$ cat config.mk
export PLATFORM = sky130hd
export DESIGN_NAME = chirp_coef_reader
export DESIGN_NICKNAME = d
export VERILOG_FILES = /design/src/rtl/chirp_coef_reader.sv
export SDC_FILE = /design/constraint.sdc
export NUM_CORES = 1
export LEC_CHECK = 0
export CAP_MARGIN = 15
export CORE_MARGIN = 5
export CORE_UTILIZATION = 50
export CTS_BUF_LIST = sky130_fd_sc_hd__clkbuf_2 sky130_fd_sc_hd__clkbuf_4 sky130_fd_sc_hd__clkbuf_8
export CTS_CLUSTER_SIZE = 25
export DETAILED_ROUTE_END_ITERATION = 8
export PLACE_DENSITY = 0.78
export SETUP_SLACK_MARGIN = 0.15
export SLEW_MARGIN = 20
export SYNTH_ARGS = -nofsm -noshare
export SYNTH_HDL_FRONTEND = slang
export SYNTH_SLANG_ARGS = --single-unit
$ cat constraint.sdc
create_clock -name clk -period 3.4 [get_ports clk]
set_input_delay 0.51 -clock clk [delete_from_list [all_inputs] [get_ports clk]]
set_output_delay 0.51 -clock clk [all_outputs]
set_load 0.01 [all_outputs]
$ cat src/rtl/chirp_coef_reader.sv
// Chirp reference ROM sequencer: reads real/imag ROMs at addresses 0..ORDER and streams
// the coefficient pairs over valid/ready through a 2-entry buffer, one read in flight at most.
module chirp_coef_reader #(
    parameter int ORDER = 60,
    parameter int DW    = 16,
    parameter int AW    = 32
) (
    input  logic          clk,
    input  logic          rst,
    input  logic          start,
    output logic          rom_en,
    output logic [AW-1:0] rom_addr,
    input  logic [DW-1:0] rom_re_data,
    input  logic [DW-1:0] rom_im_data,
    output logic [DW-1:0] coef_re,
    output logic [DW-1:0] coef_im,
    output logic [AW-1:0] coef_idx,
    output logic          coef_valid,
    output logic          coef_last,
    input  logic          coef_ready,
    output logic          busy,
    output logic          done
);

    localparam logic [AW-1:0] LAST_ADDR = AW'(ORDER);

    typedef enum logic [1:0] {
        S_IDLE,
        S_FETCH,
        S_DRAIN,
        S_DONE
    } state_t;

    state_t        state_q, state_d;
    logic [AW-1:0] addr_q, addr_d;
    logic [AW-1:0] last_addr_q, last_addr_d;
    logic          inflight_q;
    logic [1:0]    cnt_q, cnt_d;
    logic [DW-1:0] re0_q, re0_d, im0_q, im0_d;
    logic [DW-1:0] re1_q, re1_d, im1_q, im1_d;
    logic [AW-1:0] idx0_q, idx0_d, idx1_q, idx1_d;

    logic          pop;
    logic          push;
    logic          issue;
    logic [1:0]    credit;

    assign pop    = (cnt_q != 2'd0) && coef_ready;
    assign push   = inflight_q;
    assign credit = cnt_q + {1'b0, inflight_q};
    // A pop in this cycle frees a slot, so a read can be issued even at full credit.
    assign issue  = (state_q == S_FETCH) && ((credit < 2'd2) || pop);

    always_comb begin
        state_d     = state_q;
        addr_d      = addr_q;
        last_addr_d = last_addr_q;
        case (state_q)
            S_IDLE: begin
                addr_d      = '0;
                last_addr_d = '0;
                if (start) begin
                    state_d = S_FETCH;
                end
            end
            S_FETCH: begin
                if (issue) begin
                    addr_d      = addr_q + 1'b1;
                    last_addr_d = addr_q;
                    if (addr_q == LAST_ADDR) begin
                        state_d = S_DRAIN;
                    end
                end
            end
            S_DRAIN: begin
                // Leave as soon as the final beat transfers so DONE follows it directly.
                if (!inflight_q && ((cnt_q == 2'd0) || ((cnt_q == 2'd1) && pop))) begin
                    state_d = S_DONE;
                end
            end
            S_DONE: begin
                last_addr_d = '0;
                state_d     = S_IDLE;
            end
            default: state_d = S_IDLE;
        endcase
    end

    always_comb begin
        cnt_d  = cnt_q;
        re0_d  = re0_q;
        im0_d  = im0_q;
        idx0_d = idx0_q;
        re1_d  = re1_q;
        im1_d  = im1_q;
        idx1_d = idx1_q;
        case ({push, pop})
            2'b10: begin
                if (cnt_q == 2'd0) begin
                    re0_d  = rom_re_data;
                    im0_d  = rom_im_data;
                    idx0_d = last_addr_q;
                end else begin
                    re1_d  = rom_re_data;
                    im1_d  = rom_im_data;
                    idx1_d = last_addr_q;
                end
                cnt_d = cnt_q + 2'd1;
            end
            2'b01: begin
                if (cnt_q == 2'd2) begin
                    re0_d  = re1_q;
                    im0_d  = im1_q;
                    idx0_d = idx1_q;
                end
                cnt_d = cnt_q - 2'd1;
            end
            2'b11: begin
                if (cnt_q == 2'd1) begin
                    re0_d  = rom_re_data;
                    im0_d  = rom_im_data;
                    idx0_d = last_addr_q;
                end else begin
                    re0_d  = re1_q;
                    im0_d  = im1_q;
                    idx0_d = idx1_q;
                    re1_d  = rom_re_data;
                    im1_d  = rom_im_data;
                    idx1_d = last_addr_q;
                end
            end
            default: begin
                cnt_d = cnt_q;
            end
        endcase
    end

    always_ff @(posedge clk) begin
        if (rst) begin
            state_q     <= S_IDLE;
            addr_q      <= '0;
            last_addr_q <= '0;
            inflight_q  <= 1'b0;
            cnt_q       <= 2'd0;
            re0_q       <= '0;
            im0_q       <= '0;
            idx0_q      <= '0;
            re1_q       <= '0;
            im1_q       <= '0;
            idx1_q      <= '0;
        end else begin
            state_q     <= state_d;
            addr_q      <= addr_d;
            last_addr_q <= last_addr_d;
            inflight_q  <= issue;
            cnt_q       <= cnt_d;
            re0_q       <= re0_d;
            im0_q       <= im0_d;
            idx0_q      <= idx0_d;
            re1_q       <= re1_d;
            im1_q       <= im1_d;
            idx1_q      <= idx1_d;
        end
    end

    assign rom_en     = issue;
    assign rom_addr   = issue ? addr_q : ((state_q == S_IDLE) ? '0 : last_addr_q);
    assign coef_re    = re0_q;
    assign coef_im    = im0_q;
    assign coef_idx   = idx0_q;
    assign coef_valid = (cnt_q != 2'd0);
    assign coef_last  = coef_valid && (idx0_q == LAST_ADDR);
    assign busy       = (state_q != S_IDLE);
    assign done       = (state_q == S_DONE);

endmodule
==> impl_metrics.prom <==
# TYPE chip_impl_metric gauge
chip_impl_info{name="run_status",value="finished clean"} 1
chip_impl_info{name="timing.critical_path.from_type",value="flip-flop"} 1
chip_impl_metric{name="max_slew_violation_total_from_the_final_report",unit=""} 0
chip_impl_metric{name="grt_first_pass_wirelength",unit="um"} 37700
chip_impl_metric{name="setup_slack",unit="ps"} 224
chip_impl_metric{name="final_area",unit="um2"} 10600
chip_impl_metric{name="clock.fmax",unit="MHz"} 315
chip_impl_metric{name="antenna_found_initial",unit=""} 0
chip_impl_metric{name="dpl-instance-area",unit="um2"} 10200
chip_impl_metric{name="global_route.usage.met3",unit="%"} 4.61
chip_impl_metric{name="met2_usage",unit="%"} 34.0
chip_impl_info{name="setup.worst_path.start",value="cnt_q[0]"} 1
chip_impl_metric{name="worst-endpoint-required",unit="ps"} 2890
chip_impl_metric{name="static-leakage-power",unit="nW"} 3.84
chip_impl_metric{name="final_setup_viols",unit=""} 0
chip_impl_metric{name="via_count",unit=""} 7938
chip_impl_metric{name="clock-skew-final",unit="ps"} 14.4
chip_impl_metric{name="io_buffer_count",unit=""} 136
chip_impl_metric{name="grt_max_degree",unit=""} 74
chip_impl_metric{name="finalPower",unit="W"} 0.00824
chip_impl_metric{name="number_of_synthesized_flops_with_an_enable_pin",unit=""} 0
chip_impl_metric{name="dr.pass1.iters",unit=""} 7
chip_impl_metric{name="r2r_slack",unit="ps"} 790
chip_impl_metric{name="die-width",unit="um"} 141
chip_impl_info{name="netlist_top_cells_area",value="dfxtp_1, nand2_1, a22oi_1"} 1
chip_impl_metric{name="met1_usage",unit="%"} 33.5
chip_impl_metric{name="worst_pin_slew",unit="ps"} 757
chip_impl_info{name="worstSetupEndpointType",value="output port"} 1
chip_impl_metric{name="antenna_fix_cells",unit=""} 0
chip_impl_metric{name="design.core.area",unit="um2"} 17100
chip_impl_metric{name="ys_async_sr_fraction",unit="%"} 0
chip_impl_metric{name="r2r.worst_path.cells",unit=""} 11
chip_impl_info{name="worst_hold_startpoint",value="idx1_q[12]"} 1
chip_impl_metric{name="final_core_util",unit="%"} 62.4
chip_impl_metric{name="gp_congestion",unit=""} 0.933
chip_impl_metric{name="clkLatencyLatePin",unit="ps"} 460
chip_impl_metric{name="timing.critical_path.buf_inv",unit=""} 5
chip_impl_info{name="synth_flop_cell",value="dfxtp_1"} 1
chip_impl_metric{name="syn_inst",unit=""} 1059
chip_impl_metric{name="cp.depth",unit=""} 11
chip_impl_metric{name="clkSinkCount",unit=""} 197
chip_impl_metric{name="synthDistinctLibCells",unit=""} 54
chip_impl_metric{name="netlist.area_leader.share",unit="%"} 45.9
chip_impl_metric{name="mapped_avg_cell_area",unit="um2"} 8.11
chip_impl_info{name="post-synth-top-area-cell",value="dfxtp_1"} 1
chip_impl_info{name="crit_slowest_cell",value="clkdlybuf4s50_1"} 1
chip_impl_metric{name="die-height",unit="um"} 141
chip_impl_metric{name="max-clock-path-buffers",unit=""} 2
chip_impl_metric{name="initial_core_util",unit="%"} 50.3
chip_impl_info{name="grt_setup_unrepaired",value="yes"} 1
chip_impl_metric{name="wl_per_cell",unit="um"} 16.6
chip_impl_metric{name="max-cap-violations",unit=""} 0
chip_impl_metric{name="ctsHtreeMaxLevel",unit=""} 4
chip_impl_metric{name="hold_fix_buffers_cts",unit=""} 0
chip_impl_metric{name="yosys_warnings",unit=""} 0
chip_impl_metric{name="synth_nets",unit=""} 1108
chip_impl_metric{name="timing_hold_violations_final",unit=""} 0
chip_impl_metric{name="avgViaCountPerCell",unit=""} 5.75
chip_impl_info{name="crit_family",value="buffers and inverters"} 1
chip_impl_metric{name="clock_pin_slew_on_the_worst_setup_and_hold_paths",unit="ps"} 90
chip_impl_info{name="path_class",value="flip-flop to output port"} 1
chip_impl_metric{name="area.sequential",unit="um2"} 3950
chip_impl_info{name="timing.rr.start",value="cnt_q[0]"} 1
chip_impl_metric{name="cp.arrival",unit="ps"} 2670
chip_impl_info{name="crit_path_end",value="rom_addr[23]"} 1
chip_impl_metric{name="place.detailed.hpwl",unit="um"} 15600
chip_impl_metric{name="layout.nets",unit=""} 1193
chip_impl_metric{name="detail_route.iter0.violations",unit=""} 656
chip_impl_metric{name="design.portCount",unit=""} 137
chip_impl_metric{name="fin_crit_sh",unit="%"} 93.4
chip_impl_metric{name="overflow",unit=""} 0
chip_impl_metric{name="global_router_s_overall_resource_usage",unit="%"} 22.9
chip_impl_info{name="crit_path_cell_trace",value="inv_1 > ha_2 > inv_2 > nand2_1 > inv_2 > a21o_1 > nand2_2 > buf_4 > nand3_1 > nand2_1 > clkdlybuf4s50_1"} 1
chip_impl_info{name="clock_tree.root_cell",value="clkbuf_8"} 1
chip_impl_metric{name="critical_path_peak_fanout",unit=""} 13
chip_impl_metric{name="post_synthesis_cell_area",unit="um2"} 8590
chip_impl_info{name="hold_path_class",value="flip-flop to flip-flop"} 1
chip_impl_metric{name="ir_drop",unit="uV"} 329
chip_impl_metric{name="power-per-cell-area",unit="nW/um2"} 774
chip_impl_metric{name="route.detailed.drc",unit=""} 0
chip_impl_metric{name="dp_worst_setup_slack",unit="ps"} 370
chip_impl_metric{name="layout-drive-gt1-share",unit="%"} 7.01
chip_impl_metric{name="ant_nets",unit=""} 0
chip_impl_metric{name="area_growth_syn_to_layout",unit="%"} 24.0
chip_impl_metric{name="fp.dieArea",unit="um2"} 19900
chip_impl_metric{name="routed_wirelength",unit="um"} 22800
chip_impl_info{name="critical_path.reg2reg.endpoint",value="re1_q[10]"} 1
chip_impl_metric{name="final.min_clock_period",unit="ps"} 3180
chip_impl_metric{name="number_of_buffers_created_by_cts",unit=""} 17
chip_impl_metric{name="area_occupied_by_multi_input_gates",unit="um2"} 4280
chip_impl_metric{name="rows",unit=""} 48
chip_impl_metric{name="timing.max_slew.rel_slack",unit="%"} 49.5
chip_impl_info{name="grt.busiest_layer",value="met2"} 1
chip_impl_metric{name="setup-tns-final",unit="ps"} 0
chip_impl_metric{name="worst_path_largest_cell_delay",unit="ps"} 540
chip_impl_metric{name="fillCellCount",unit=""} 1536
chip_impl_metric{name="postSynthRegisterBits",unit=""} 197
chip_impl_metric{name="vias_in_the_first_global_route",unit=""} 7179
chip_impl_metric{name="synth_seq_area_share",unit="%"} 45.9
chip_impl_info{name="cts_tree",value="built"} 1
how the worst min path moves through the flow:
stage,end,cells after the start
after global routing,last_addr_q[15],2
after floorplan,idx1_q[0],2
after global placement,idx1_q[17],2
final,idx1_q[12],2
after detailed placement,re1_q[13],2
after CTS,re1_q[6],2
cell usage after synthesis (3+ instances only):
library cell / n
nor3_1: 9
a22oi_1: 98
buf_1: 9
xor2_1: 9
mux2i_1: 7
inv_1: 14
o211ai_1: 3
and2_1: 3
a21oi_1: 74
nor2_1: 121
buf_2: 20
o21ai_0: 13
a21o_1: 3
nand2_1: 206
o2111ai_1: 6
or3_1: 6
a211oi_1: 65
o41ai_1: 3
or2_2: 5
and3_1: 7
nor4_1: 14
nand3_1: 40
nand4_1: 10
ha_1: 13
clkbuf_1: 60
dfxtp_1: 197
or4_1: 5
nand2b_1: 4
area by class of cell:
| type | instances | area share [%] |
|---|---|---|
| clock buffer | 22 | 2.73 |
| clock inverter | 8 | 1.16 |
| timing repair buffer | 155 | 15.6 |
| sequential | 197 | 37.1 |
| multi-input combinational | 756 | 40.2 |
| inverter | 17 | 0.611 |
| tap | 225 | 2.64 |
kinds of logic (layout without fill, tap and decap cells):
| group | count (synthesis) | count (layout) | synth area share (%) |
|---|---|---|---|
| simple gates | 444 | 444 | 22.8 |
| compound gates | 278 | 278 | 22.1 |
| flops | 197 | 197 | 45.9 |
| buf+inv | 106 | 202 | 4.93 |
| fa+ha+maj | 13 | 13 | 1.89 |
| xor+xnor | 11 | 11 | 1.12 |
| mux | 10 | 10 | 1.21 |
worst reg2reg max path, stage by stage, from the launching register on:
cell     delay [ps]
dfxtp_2         360
inv_1            80
ha_2            230
inv_2            70
nand2_1         120
inv_2            80
ha_1            300
a22oi_1         360
o21a_2          500
buf_12          240
nand2_1          80
a21oi_1         120
layer usage:
metal  routed length (um)  vias to the layer above
met5                    0                        -
met1                10500                     3657
li1                     -                     3920
met3                 1720                       32
met2                10200                      329
met4                  375                        0
registers in the layout, summed over array words and instances, names as in the netlist, 16 cells and up:
register,count
idx1_q,32
addr_q,32
im1_q,16
coef_re,16
last_addr_q,32
coef_idx,32
re1_q,16
coef_im,16
cells in the final DEF, fill, tap and decap left out, drive strengths merged, types with 2 or more instances in the layout:
cell type      instances
nor4                  14
nand3                 40
o31ai                  2
o21ai                 15
a211oi                65
and3                   7
ha                    13
clkdlybuf4s50        126
a21oi                 74
a21o                   3
clkinv                 3
mux2i                  7
nand4b                 2
nor2                 123
bufinv                 3
mux2                   3
o211ai                 4
and2                   3
or2                    5
dlymetal6s2s           9
a22oi                 98
dfxtp                197
inv                   17
nor4b                  2
or3                    6
o21a                   2
clkbuf                22
nand4                 11
nand2                207
clkinvlp               2
nor3                  11
xor2                   9
or4                    5
o2111ai                7
buf                   20
nand2b                 4
xnor2                  2
o41ai                  3
stage by stage:
stage,instances,hold WS [ps]
finish,1380,459
global route,1380,471
CTS,1380,460
detailed placement,1350,447
global placement,1350,441
floorplan,1059,437
what timing repair did:
action / CTS / global route
setup buffers: 0 / 0
gates cloned: 0 / 0
resized for setup: 7 / 14
endpoints found under the setup margin: 28 / 33
power breakdown:
part	leakage (nW)	switching [W]	internal, W	total [W]
combinational	2.03	0.00207	0.00150	0.00356
clock	0.208	0.000773	0.000795	0.00157
sequential	1.60	0.000322	0.00279	0.00311
total	3.84	0.00316	0.00508	0.00824
Power figures use the tool's default switching activity.
